<file path="src/rtl/prm_grid_pkg.sv">
// Shared constants and types for the PRM occupancy-grid collision sequencer.
// Grid coordinates: X is a bit index within a word, and {Z,Y} is the word address.
package prm_grid_pkg;

    localparam int GRID_ADDR_W = 11;
    localparam int GRID_DATA_W = 32;

    localparam logic [4:0] X_MAX = 5'd31;
    localparam logic [5:0] Y_MAX = 6'd63;
    localparam logic [4:0] Z_MAX = 5'd31;

    localparam logic [1:0] SLOT_ZY   = 2'd0;
    localparam logic [1:0] SLOT_ZY1  = 2'd1;
    localparam logic [1:0] SLOT_Z1Y  = 2'd2;
    localparam logic [1:0] SLOT_Z1Y1 = 2'd3;

    typedef enum logic [1:0] {IDLE, ISSUE, DRAIN, RESP} grid_state_e;

    // One tag travels alongside each presented slot until its read data returns.
    typedef struct packed {
        logic       v;
        logic       inb;
        logic [1:0] slot;
    } slot_tag_t;

endpackage

</file>
<file path="src/rtl/grid_mask_gen.sv">
// Expands one registered mass point into the X window mask, the four {Z,Y}
// neighbour addresses and their in-bound flags. Purely combinational.
module grid_mask_gen
    import prm_grid_pkg::*;
(
    input  logic [4:0]                  x,
    input  logic [5:0]                  y,
    input  logic [4:0]                  z,
    output logic [GRID_DATA_W-1:0]      mask,
    output logic [3:0][GRID_ADDR_W-1:0] addr,
    output logic [3:0]                  inb
);

    logic       y_ok;
    logic       z_ok;
    logic [5:0] y1;
    logic [4:0] z1;

    always_comb begin
        y_ok = (y != Y_MAX);
        z_ok = (z != Z_MAX);
        y1   = y + 6'd1;
        z1   = z + 5'd1;

        // The window never wraps: X=31 covers only the top bit.
        mask = GRID_DATA_W'(1) << x;
        if (x != X_MAX) begin
            mask = mask | (GRID_DATA_W'(1) << (x + 5'd1));
        end

        addr[SLOT_ZY]   = {z,  y};
        addr[SLOT_ZY1]  = {z,  y1};
        addr[SLOT_Z1Y]  = {z1, y};
        addr[SLOT_Z1Y1] = {z1, y1};

        inb[SLOT_ZY]   = 1'b1;
        inb[SLOT_ZY1]  = y_ok;
        inb[SLOT_Z1Y]  = z_ok;
        inb[SLOT_Z1Y1] = y_ok & z_ok;
    end

endmodule

</file>
<file path="src/rtl/grid_collision_seq.sv">
// Sequences the four neighbour-cell grid reads for one mass point and returns
// a single collision verdict. The slot timing is fixed, and out-of-bound slots still occupy their cycle.
module grid_collision_seq
    import prm_grid_pkg::*;
#(
    parameter int ADDR_W     = 11,
    parameter int DATA_W     = 32,
    parameter int RD_LAT     = 1,
    parameter int EARLY_EXIT = 1
) (
    input  logic              CLK,
    input  logic              RST,
    input  logic              req_valid,
    output logic              req_ready,
    input  logic [4:0]        massX,
    input  logic [5:0]        massY,
    input  logic [4:0]        massZ,
    output logic              mem_en,
    output logic [ADDR_W-1:0] mem_addr,
    input  logic [DATA_W-1:0] mem_rdata,
    output logic              rsp_valid,
    input  logic              rsp_ready,
    output logic              rsp_collide,
    output logic [3:0]        rsp_hitMask,
    output logic [1:0]        dbg_state
);

    // Handshakes: a transfer happens on a rising edge where valid and ready are both high.
    // Once raised, rsp_valid and rsp_* stay stable until that transfer.

    grid_state_e state_q, state_d;
    logic [4:0]  x_q;
    logic [5:0]  y_q;
    logic [4:0]  z_q;
    logic [1:0]  slot_q, slot_d;
    logic [3:0]  hit_q, hit_d;
    slot_tag_t   tag_q [RD_LAT];
    slot_tag_t   tag_in;
    slot_tag_t   chk_tag;
    logic        accept;
    logic        checking;
    logic        hit_now;
    logic        stop_now;
    logic        tags_pending;

    logic [GRID_DATA_W-1:0]      cell_mask;
    logic [3:0][GRID_ADDR_W-1:0] cell_addr;
    logic [3:0]                  cell_inb;

    grid_mask_gen u_mask_gen (
        .x    (x_q),
        .y    (y_q),
        .z    (z_q),
        .mask (cell_mask),
        .addr (cell_addr),
        .inb  (cell_inb)
    );

    assign chk_tag   = tag_q[RD_LAT-1];
    assign dbg_state = state_q;

    // Data arriving this cycle belongs to the oldest tag.
    // Younger tags decide whether DRAIN must keep waiting.
    always_comb begin
        checking     = (state_q == ISSUE) || (state_q == DRAIN);
        hit_now      = checking && chk_tag.v && chk_tag.inb &&
                       ((mem_rdata & DATA_W'(cell_mask)) != '0);
        stop_now     = (EARLY_EXIT != 0) && hit_now;
        tags_pending = 1'b0;
        for (int k = 0; k < RD_LAT - 1; k++) begin
            tags_pending = tags_pending | tag_q[k].v;
        end
    end

    always_comb begin
        state_d     = state_q;
        slot_d      = slot_q;
        hit_d       = hit_q;
        accept      = 1'b0;
        tag_in      = '0;
        req_ready   = 1'b0;
        mem_en      = 1'b0;
        mem_addr    = '0;
        rsp_valid   = 1'b0;
        rsp_collide = 1'b0;
        rsp_hitMask = 4'b0000;

        if (hit_now) begin
            hit_d[chk_tag.slot] = 1'b1;
        end

        case (state_q)
            IDLE: begin
                req_ready = 1'b1;
                if (req_valid) begin
                    accept  = 1'b1;
                    state_d = ISSUE;
                    slot_d  = SLOT_ZY;
                    hit_d   = 4'b0000;
                end
            end
            ISSUE: begin
                tag_in.v    = 1'b1;
                tag_in.inb  = cell_inb[slot_q];
                tag_in.slot = slot_q;
                if (cell_inb[slot_q] && !stop_now) begin
                    mem_en   = 1'b1;
                    mem_addr = ADDR_W'(cell_addr[slot_q]);
                end
                slot_d = slot_q + 2'd1;
                if (stop_now) begin
                    state_d = RESP;
                end else if (slot_q == SLOT_Z1Y1) begin
                    state_d = DRAIN;
                end
            end
            DRAIN: begin
                if (stop_now || !tags_pending) begin
                    state_d = RESP;
                end
            end
            RESP: begin
                rsp_valid   = 1'b1;
                rsp_collide = |hit_q;
                rsp_hitMask = hit_q;
                if (rsp_ready) begin
                    state_d = IDLE;
                end
            end
            default: state_d = IDLE;
        endcase
    end

    // Tags are flushed on accept, so reads left over from an early exit cannot leak into the next request.
    always_ff @(posedge CLK) begin
        if (RST) begin
            state_q <= IDLE;
            slot_q  <= 2'd0;
            hit_q   <= 4'b0000;
            x_q     <= 5'd0;
            y_q     <= 6'd0;
            z_q     <= 5'd0;
            for (int k = 0; k < RD_LAT; k++) begin
                tag_q[k] <= '0;
            end
        end else begin
            state_q <= state_d;
            slot_q  <= slot_d;
            hit_q   <= hit_d;
            if (accept) begin
                x_q <= massX;
                y_q <= massY;
                z_q <= massZ;
            end
            tag_q[0] <= accept ? '0 : tag_in;
            for (int k = 1; k < RD_LAT; k++) begin
                tag_q[k] <= accept ? '0 : tag_q[k-1];
            end
        end
    end

endmodule

</file>
<file path="config.mk">
export PLATFORM = sky130hd
export DESIGN_NAME = grid_collision_seq
export DESIGN_NICKNAME = d
export VERILOG_FILES = /design/src/rtl/prm_grid_pkg.sv /design/src/rtl/grid_mask_gen.sv /design/src/rtl/grid_collision_seq.sv
export SDC_FILE = /design/constraint.sdc
export NUM_CORES = 1
export LEC_CHECK = 0
export BUFFER_PORTS_ARGS = -buffer_cell sky130_fd_sc_hd__clkbuf_2
export CORE_ASPECT_RATIO = 1.2
export CORE_UTILIZATION = 53
export DETAILED_ROUTE_END_ITERATION = 7
export PLACE_DENSITY = 0.93
export SETUP_SLACK_MARGIN = 0.15
export SLEW_MARGIN = 15
export SYNTH_ARGS = -nofsm -noshare
export SYNTH_HDL_FRONTEND = slang
export SYNTH_SLANG_ARGS = --single-unit
</file>
<file path="constraint.sdc">
create_clock -name CLK -period 4.2 [get_ports CLK]
set_input_delay 1.05 -clock CLK [delete_from_list [all_inputs] [get_ports CLK]]
set_output_delay 1.05 -clock CLK [all_outputs]
set_load 0.05 [all_outputs]
</file>
# Word-level counts from Yosys, hierarchy flattened
# Memory sizes are Yosys's and may differ from the RTL's.
# Cells that the tools add are included.
dict set report op_classes {
  shift 2
  bitwise 4
  mux 34
  n_reduce_logical 14
  n_eq_ne 10
  addsub 4
  order_cmp 3
}
# cell n
set ops {}
lappend ops {{<< shifter 1 x 5 -> 32 bit, first input constant} 2}
lappend ops {{2-to-1 mux 11 bit} 3}
lappend ops {{AND 32 bit} 1}
lappend ops {{2-to-1 mux 32 bit} 1}
lappend ops {{OR 32 bit} 1}
lappend ops {{nonzero test 32 bit} 1}
lappend ops {{2-to-1 mux 4 bit} 7}
lappend ops {{binary-select mux 11 bit (select 2 bit)} 1}
lappend ops {{2-to-1 mux 1 bit} 13}
lappend ops {{adder 5 x 1 -> 5 bit, second input constant} 2}
lappend ops {{2-to-1 mux 2 bit} 5}
lappend ops {{!= test 5 bit, second input constant} 2}
lappend ops {{case mux 2 bit (4 select lines)} 1}
lappend ops {{OR reduction 4 bit} 2}
lappend ops {{adder 6 x 1 -> 6 bit, second input constant} 1}
lappend ops {{equality test 2 bit, second input constant} 3}
lappend ops {{less-than comparator 2 x 3 -> 1 bit, second input constant} 2}
lappend ops {{!= test 6 bit, second input constant} 1}
lappend ops {{logical AND 1 bit} 5}
lappend ops {{!= test 2 bit, second input constant} 2}
lappend ops {{OR 4 bit} 1}
lappend ops {{case mux 2 bit (2 select lines)} 1}
lappend ops {{!= test 3 x 2 -> 1 bit, second input constant} 1}
lappend ops {{AND reduction 3 bit} 1}
lappend ops {{11 further kinds} 11}
dict set report totals {
  n_memories 1
  word_cells 78
  inputBits 52
  register_bits 24
  mem_bits_rw 4
  output_inout_bits 21
}
# memory depth width read_ports rd_clocked_by_memory_dff write_ports line_no
set mem_list {}
lappend mem_list {tag_q 1 4 1 0 1 grid_collision_seq.sv:37} ;# slot_tag_t tag_q [RD_LAT];

# Depth between registers and ports, before layout
# Gate-level depths: netlist (run 1).
dict set report logic_depth {
  word_depth 11
  mapped_depth 14
}

# Cells and area by module
# A second synthesis (run 1) with hierarchy kept.
dict set report unflattened {
  hier_cells 318
  area_unflattened_um2 2539.9
}
# module instances cells_each seq_area_each_um2 area_per_inst_um2
set modules_own_cells {}
lappend modules_own_cells {grid_collision_seq 1 190 560.5 1736.7}
lappend modules_own_cells {grid_mask_gen 1 128 0.0 803.3}

# Worst setup path before layout (run 1)
# OpenSTA, ideal clock, no wires.
dict set report synth_timing {
  path_type {register to output}
  startpoint {register x_q[2]}
  endpoint {output port mem_addr[0]}
  arrival_time_ps 3029
  slack_ps 121
  path_stages_with_launch 14
  path_buffers 3
  cell_sequence {dfxtp_1 > buf_6 > buf_6 > nand2_1 > nor2_1 > ha_1 > buf_4 > nand3_1 > a2111oi_2 > a311oi_2 > o221ai_2 > nor4_4 > o211ai_2 > nor2_1}
}
dict set report synth_between {
  elab_chain_cells 11
  word_cells_on_any_way 13
}
# element line_no
set synth_rtl {}
lappend synth_rtl {{start, declared} grid_collision_seq.sv:32} ;# logic [4:0] x_q;
lappend synth_rtl {{start signal, assigned} grid_collision_seq.sv:151} ;# x_q <= massX;
lappend synth_rtl {{adder 5 x 1 -> 5 bit} grid_mask_gen.sv:28} ;# mask = mask | (GRID_DATA_W'(1) << (x + 5'd1));
lappend synth_rtl {{<< shifter 1 x 5 -> 32 bit} grid_mask_gen.sv:28}
lappend synth_rtl {{OR 32 bit} grid_mask_gen.sv:28}
lappend synth_rtl {{2-to-1 mux 32 bit (*)} grid_mask_gen.sv:27} ;# if (x != X_MAX) begin
lappend synth_rtl {{AND 32 bit (*)} grid_collision_seq.sv:67} ;# ((mem_rdata & DATA_W'(cell_mask)) != '0);
lappend synth_rtl {{nonzero test 32 bit (*)} grid_collision_seq.sv:67}
lappend synth_rtl {{logical AND 1 bit (*)} grid_collision_seq.sv:66} ;# hit_now = checking && chk_tag.v && chk_tag.inb &&
lappend synth_rtl {{logical NOT 1 bit (*)} grid_collision_seq.sv:106} ;# if (cell_inb[slot_q] && !stop_now) begin
lappend synth_rtl {{logical AND 1 bit (*)} grid_collision_seq.sv:106}
lappend synth_rtl {{2-to-1 mux 11 bit (*)} grid_collision_seq.sv:106}
lappend synth_rtl {{2-to-1 mux 11 bit (*)} grid_collision_seq.sv:92} ;# case (state_q)
lappend synth_rtl {{end, declared} grid_collision_seq.sv:19} ;# output logic [ADDR_W-1:0] mem_addr,
# Mark *: on every way between the ends. The rest lies on a longest branch, timed or not.

# Worst setup path after layout (run 1)
dict set report layout_timing {
  startpoint {input port mem_rdata[6]}
  endpoint {output port mem_addr[0]}
}
dict set report layout_between {
  elab_chain_cells 7
}
# element line_no
set layout_rtl {}
lappend layout_rtl {{start, declared} grid_collision_seq.sv:20} ;# input logic [DATA_W-1:0] mem_rdata,
lappend layout_rtl {{AND 32 bit} grid_collision_seq.sv:67}
lappend layout_rtl {{nonzero test 32 bit} grid_collision_seq.sv:67}
lappend layout_rtl {{logical AND 1 bit} grid_collision_seq.sv:66}
lappend layout_rtl {{logical NOT 1 bit} grid_collision_seq.sv:106}
lappend layout_rtl {{logical AND 1 bit} grid_collision_seq.sv:106}
lappend layout_rtl {{2-to-1 mux 11 bit} grid_collision_seq.sv:106}
lappend layout_rtl {{2-to-1 mux 11 bit} grid_collision_seq.sv:92}
# Every way passes these cells.

==> results of run 1 <==
## state kept, by name, summed over array words and instances (netlist names)
name and cells:
z_q 5, dbg_state 2, y_q 6, tag_q 4, slot_q 2, x_q 5, hit_q 4
## per-stage QoR
stage                     hold slack [ns]  power [mW]  cell area, µm²  worst slack (ns)
final                               0.500        1.43            3150            0.0986
after global routing                0.526        1.51            3150            0.0269
after CTS                           0.493        1.33            2950             0.140
after detailed placement            0.480        1.11            2820            0.0814
after global placement              0.460        1.09            2820             0.153
after floorplan                     0.453       0.950            2490             0.121
## per-layer routing
layer / wire, µm / up-vias
li1: - / 1292
met1: 2750 / 1262
met2: 3860 / 127
met3: 450 / 12
met4: 105 / 0
met5: 0 / -
## area by class of cell
type / instances / area, µm²
Multi-Input combinational cell: 253 / 1810
Fill cell: 350 / 1240
Timing Repair Buffer: 84 / 582
Sequential cell: 28 / 564
Tap cell: 56 / 70.1
Inverter: 14 / 52.6
Clock buffer: 3 / 41.3
Clock inverter: 1 / 30.0
## critical path, delay by kind of cell
kind / cells / cell delay [ns]
AOI/OAI and AO/OA: 4 / 0.99
and+or+nand+nor: 3 / 0.52
buffers and inverters: 3 / 0.47
## cell usage after synthesis (all sizes together) (4+ instances only)
cell type and n:
a2111oi 6, a21oi 21, and2 7, and3 5
buf 19, clkbuf 7, dfxtp 28, ha 8
inv 14, mux2 6, mux2i 6, nand2 47
nand2b 5, nand3 9, nand3b 8, nand4 5
nor2 31, nor4 8, nor4b 4, o211ai 4
o21a 6, o21ai 4, or3b 6, xnor2 4
xor2 4
## worst paths after layout
path                                     to  slack [ns]  cells past startpoint
hold reg to reg         z_q[4]$_SDFFE_PP0P_        0.50                      2
setup reg to reg  dbg_state[1]$_SDFFE_PP0P_        1.51                     11
setup / recovery                mem_addr[0]         0.1                     10
hold / removal          z_q[4]$_SDFFE_PP0P_        0.50                      2
## cells in the final DEF (no fill, tap or decap), types with 4 or more instances in the layout
cell type  Yosys  final
xnor2_1        4      4
nand4_1        5      5
clkbuf_2       0     59
nor2_1        22     20
and3_1         5      5
xor2_1         4      4
nor4_1         7      7
a21oi_1       21     21
nand3_1        9      9
mux2i_1        6      6
nor2_2         9      4
nor2_4         0      7
buf_4          5      8
nand2b_1       5      5
nor4b_1        4      4
inv_1         13     13
o21a_1         6      6
nand3b_1       8      8
nand2_1       47     45
buf_6          5     11
dfxtp_1       28     25
and2_1         7      7
ha_1           8      7
## power by group through the flow
stage | Combinational, mW | Sequential, mW | Clock, mW
CTS | 0.761 | 0.357 | 0.213
detailed placement | 0.744 | 0.362 | 0
floorplan | 0.575 | 0.375 | 0
global route | 0.911 | 0.369 | 0.230
finish | 0.856 | 0.364 | 0.215
global placement | 0.730 | 0.358 | 0
## repair_timing
item / CTS / global route
setup endpoints to repair: 12 / 12
pin swaps: 2 / 6
hold endpoints to repair: 0 / 0
cloned: 0 / 1
setup buffers: 0 / 4
gates resized for setup: 16 / 49
## cells by family (layout without fill, tap and decap cells)
| kind of cell | after synthesis | count (layout) | synth area share |
|---|---|---|---|
| and+or+nand+nor | 155 | 155 | 0.350 |
| AOI/OAI and AO/OA | 70 | 70 | 0.216 |
| buffers and inverters | 40 | 102 | 0.0874 |
| DFF | 28 | 28 | 0.225 |
| muxes | 12 | 12 | 0.0528 |
| adders and majority gates | 8 | 8 | 0.0402 |
| xor gates and xnor gates | 8 | 8 | 0.0281 |
==> impl_results.md, run 1 <==
* LEAKAGE at 1.28 nW
* Critical path origin: mem_rdata[6]
* Initial antenna violation count at 0
* P_sw at 0.674 mW
* Post-route ant nets at 0
* CTS root buf: clkbuf_8
* Cell area after synthesis at 0.00249 mm²
* Sequential area share after synthesis at 0.225
* Final setup fails at 0
* Mapped Nets at 381
* WS Path Type: primary input to output pin
* IO Pins at 73
* Setup TNS Final at 0 ns
* Cell row count at 26
* Maximum vdd drop at 492 µV
* Routed wire length at 7160 µm
* Share of cells above drive strength 1 at 0.326
* Max stage delay on crit path at 0.38 ns
* Die Y at 77.1 µm
* Clock sink total at 28
* Power per cell area at 456 mW/mm²
* Internal Power at 0.761 mW
* Switch share at 0.470
* Worst R2R Start: x_q[2]$_SDFFE_PP0P_
* Achievable Freq at 0.244 GHz
* Gate power share at 0.597
* Met2 Track Usage GR at 0.498
* Total CTS buffers at 3
* Status: finished, final reports clean
* Crit path DAT at 3.05 ns
* RSZ-0062 raised after global routing: true
* Vias per cell at 6.13
* Crit path required time at 3.15 ns
* P&R area growth vs syn at 26.4%
* Synth Register Bits at 28
* Met1 Use GR at 0.305
* Area fraction of the dominant cell type after synthesis at 0.225
* Final nets at 444
* Core area at 0.00439 mm²
* Relative slew slack at 0.563
* WL/cell at 16.3 µm
* First DRT Iteration DRCs at 283
* Max Slew Vio Count at 0
* Post-synth top flop: dfxtp_1
* Ys Warns at 0
* TritonCTS clock tree: done
* Final Non-Filler Cells at 439
* Aggregate global routing overflow at 0
* Avg Cell Area, Syn at 7.76 µm²
* Post-synth cell types at 68
* First-pass GRT wire length at 10700 µm
* Die W at 64.6 µm
* EDFF count, synth at 0
* Routing usage on met3 at 0.0283
* Crit path max fanout at 6
* All-Layer GR Usage at 0.265
* Synthesized instance count at 321
* Antenna Cells at 0
* Die ar. at 0.00498 mm²
* Top area cells in the synthesized netlist: dfxtp_1 23%, nand2_1 7.1%, a21oi_1 4.2%, ha_1 4.0%, nor2_1 3.3%
* Clock power share at 0.150
* Min cycle time layout at 4.10 ns
* Worst Hold Class: flop to flop
* Crit end category: output pin
* Layout Utilization at 0.717
* CP max-delay cell: or3b_4
* Initial core utilization at 0.567
* Worst skew pair latency at 0.28 ns
* Final Cycle Share at 0.977
* MaxCap Viol Count at 0
* Crit path cell chain: buf_6 > or3b_4 > a2111oi_4 > a311oi_2 > o221ai_2 > nor4_4 > o211ai_2 > buf_12 > nor2_1 > clkbuf_4
* Drc violations at 0
* HPWL after detailed placement at 4910 µm
* Pin count of the biggest net entering global routing at 35
* Final Hold Viols at 0
* Clock transition at the registers of the reported paths at 0.10 ns
* Gr busiest metal: met2
* Vias in the first global route at 2507
* Worst-Margin Slew at 0.639 ns
* Final Skew at 0.00888 ns
* Hold_sp: z_q[4]$_SDFFE_PP0P_
* # placed instances at 430
* H-tree level count at 1
* Reg power frac at 0.254
* Hold_buf cts at 0
* Max Root-Sink Buffers at 2
* Area leader, netlist: dfxtp_1
* I/O Buffers at 72
* Pre-Repair DR Iteration Count at 4
* Routed vias at 2693
* RePlAce Congestion at 0.928
* Asr flop ratio synth at 0
* Critical path launch point type: primary input
(Power assumes the default switching activity.)
==> run 2: changes to the inputs <==
Settings changed: CORE_UTILIZATION 53 to 55, PLACE_DENSITY 0.93 to 0.95.
Clock period 4.2 ns to 4.8 ns, I/O delays scaled along.
==> impl_results.md, run 2 (synthesized netlist as in run 1, its figures left out) <==
* Die ar. at 0.00480 mm² (-3.5%)
* Crit path DAT at 3.27 ns (+0.22 ns)
* Final setup fails at 0 (unchanged)
* TritonCTS clock tree: done
* Fin worst setup slack at 0.331 ns (+0.232 ns)
* Design area at 0.00285 mm² (-9.3%)
* Antenna Cells at 0 (unchanged)
* Clock sink total at 28 (unchanged)
* Crit end category: output pin
* Routed wire length at 6550 µm (-8.5%)
* Share of cells above drive strength 1 at 0.286 (-0.0399)
* Crit path cell chain: nand2_1 > nor2_1 > ha_2 > mux2_2 > a22oi_1 > o32a_1 > o211ai_1 > nor4_4 > o211ai_2 > buf_4 > nor2_2 > clkbuf_2
* Crit path max fanout at 16 (+10)
* Clock transition at the registers of the reported paths at 0.09 ns (about the same)
* Final Hold Viols at 0 (unchanged)
* Pin count of the biggest net entering global routing at 35 (unchanged)
* Crit path required time at 3.60 ns (+0.45 ns)
* Pre-Repair DR Iteration Count at 4 (unchanged)
* IO Pins at 73 (unchanged)
* Critical path launch point type: flop
* First-pass GRT wire length at 10400 µm (-2.4%)
* Aggregate global routing overflow at 0 (unchanged)
* Die Y at 75.7 µm (-1.8%)
* Total CTS buffers at 3 (unchanged)
* Most common cell after layout, fill and taps aside: clkbuf_2
* MaxCap Viol Count at 0 (unchanged)
* Buf/Inv on CP at 2 (-1)
* Vias in the first global route at 2390 (-4.7%)
* WL/cell at 15.1 µm (-7.2%)
* Worst-Margin Slew at 0.631 ns (-0.00712 ns)
* Power per cell area at 380 mW/mm² (-17%)
* RSZ-0062 raised after global routing: false
* Max Root-Sink Buffers at 2 (unchanged)
* CP max-delay cell: ha_2
* Max Slew Vio Count at 0 (unchanged)
* Setup TNS Final at 0 ns (unchanged)
* I/O Buffers at 72 (unchanged)
* Pre-CTS WS at 0.392 ns (+0.310 ns)
* Worst Hold Class: flop to flop
* Max reg flops at 6 (unchanged)
* Top Family by Delay on Critical Path: compound AO/OA/AOI/OAI gates
* Largest regs: y_q x6, x_q x5, z_q x5
* LEAKAGE at 1.18 nW (-7.7%)
* CTS root buf: clkbuf_8
* Vias per cell at 6.07 (-1.1%)
* Worst skew pair latency at 0.27 ns (about the same)
* Cell row count at 26 (unchanged)
* Core area at 0.00429 mm² (-2.2%)
* Hold_buf cts at 0 (unchanged)
* Hold Crit Depth at 2 (unchanged)
* Min cycle time layout at 4.47 ns
* Routed vias at 2628 (-2.4%)
* Final nets at 439 (-1.1%)
* Maximum vdd drop at 267 µV (-46%)
* Die W at 63.4 µm (-1.8%)
* Most frequent cells in the layout: 72 x clkbuf_2, 47 x nand2_1, 28 x dfxtp_1
* P&R area growth vs syn at 14.6%
* Final Skew at 0.00178 ns (-0.00710 ns)
* Area after DPL at 0.00281 mm² (-0.44%)
* HPWL after detailed placement at 4950 µm (+0.69%)
* Drc violations at 0 (unchanged)
* R2R cell count at 11 (unchanged)
* Status: finished, final reports clean
* WS Path Type: flop to output pin
* First DRT Iteration DRCs at 248 (-12%)
* Initial core utilization at 0.580 (+0.0129)
* All-Layer GR Usage at 0.272 (+0.00668)
* Largest Register: y_q
* Initial antenna violation count at 0 (unchanged)
* Post-route ant nets at 0 (unchanged)
* Critical path depth at 12 (+2)
* Max stage delay on crit path at 0.50 ns (+0.12 ns)
* Achievable Freq at 0.224 GHz
* H-tree level count at 1 (unchanged)
* Relative slew slack at 0.579 (+0.0158)
* Final Cycle Share at 0.931
* RePlAce Congestion at 0.921 (-0.73%)
run 2: area by class of cell:
type                    count  area [µm²]
clock buffers               3        41.3
fillers                   408        1440
flip-flops and latches     28         561
multi-input cells         253        1720
well taps                  56        70.1
repair buffers             79         413
inverters                  14        52.6
run 2: where the power goes:
| group | switching [mW] | internal (mW) | leakage [nW] |
|---|---|---|---|
| Sequential | 0.0404 | 0.271 | 0.229 |
| Combinational | 0.426 | 0.222 | 0.933 |
| Clock | 0.0680 | 0.0563 | 0.0216 |
run 2: through the flow:
step                utilization  std cells  hold WS, ns  total power, mW
finish                    0.664        433        0.491             1.08
global route              0.664        433        0.525             1.16
CTS                       0.663        433        0.486             1.08
floorplan                     -        321        0.453            0.831
global placement          0.654        430        0.460            0.941
detailed placement        0.654        430        0.473            0.957
run 2: tightest hold or removal path: cells and delay by family, from the launching register on:
family / cells / cell delay, ns
compound gates: 1 / 0.06
simple gates: 1 / 0.06
flops: 1 / 0.33
run 2: metal layers:
metal,track usage,up-vias,part of all wire
met3,0.0269,18,0.054
met5,0,-,0
met1,0.309,1213,0.40
met2,0.519,116,0.51
li1,-,1281,-
met4,0.121,0,0.028
run 2: path summary, 6_finish.rpt:
| check | slack [ns] | start | to |
|---|---|---|---|
| setup / recovery | 0.33 | x_q[1]$_SDFFE_PP0P_ | mem_addr[2] |
| setup reg to reg | 1.86 | x_q[1]$_SDFFE_PP0P_ | hit_q[2]$_SDFF_PP0_ |
| hold reg to reg | 0.49 | z_q[4]$_SDFFE_PP0P_ | z_q[4]$_SDFFE_PP0P_ |
| hold / removal | 0.49 | z_q[4]$_SDFFE_PP0P_ | z_q[4]$_SDFFE_PP0P_ |
run 2: timing repair:
item	in CTS	in global routing
buffers inserted	0	0
endpoints found under the setup margin	0	12
gates resized for setup	0	2
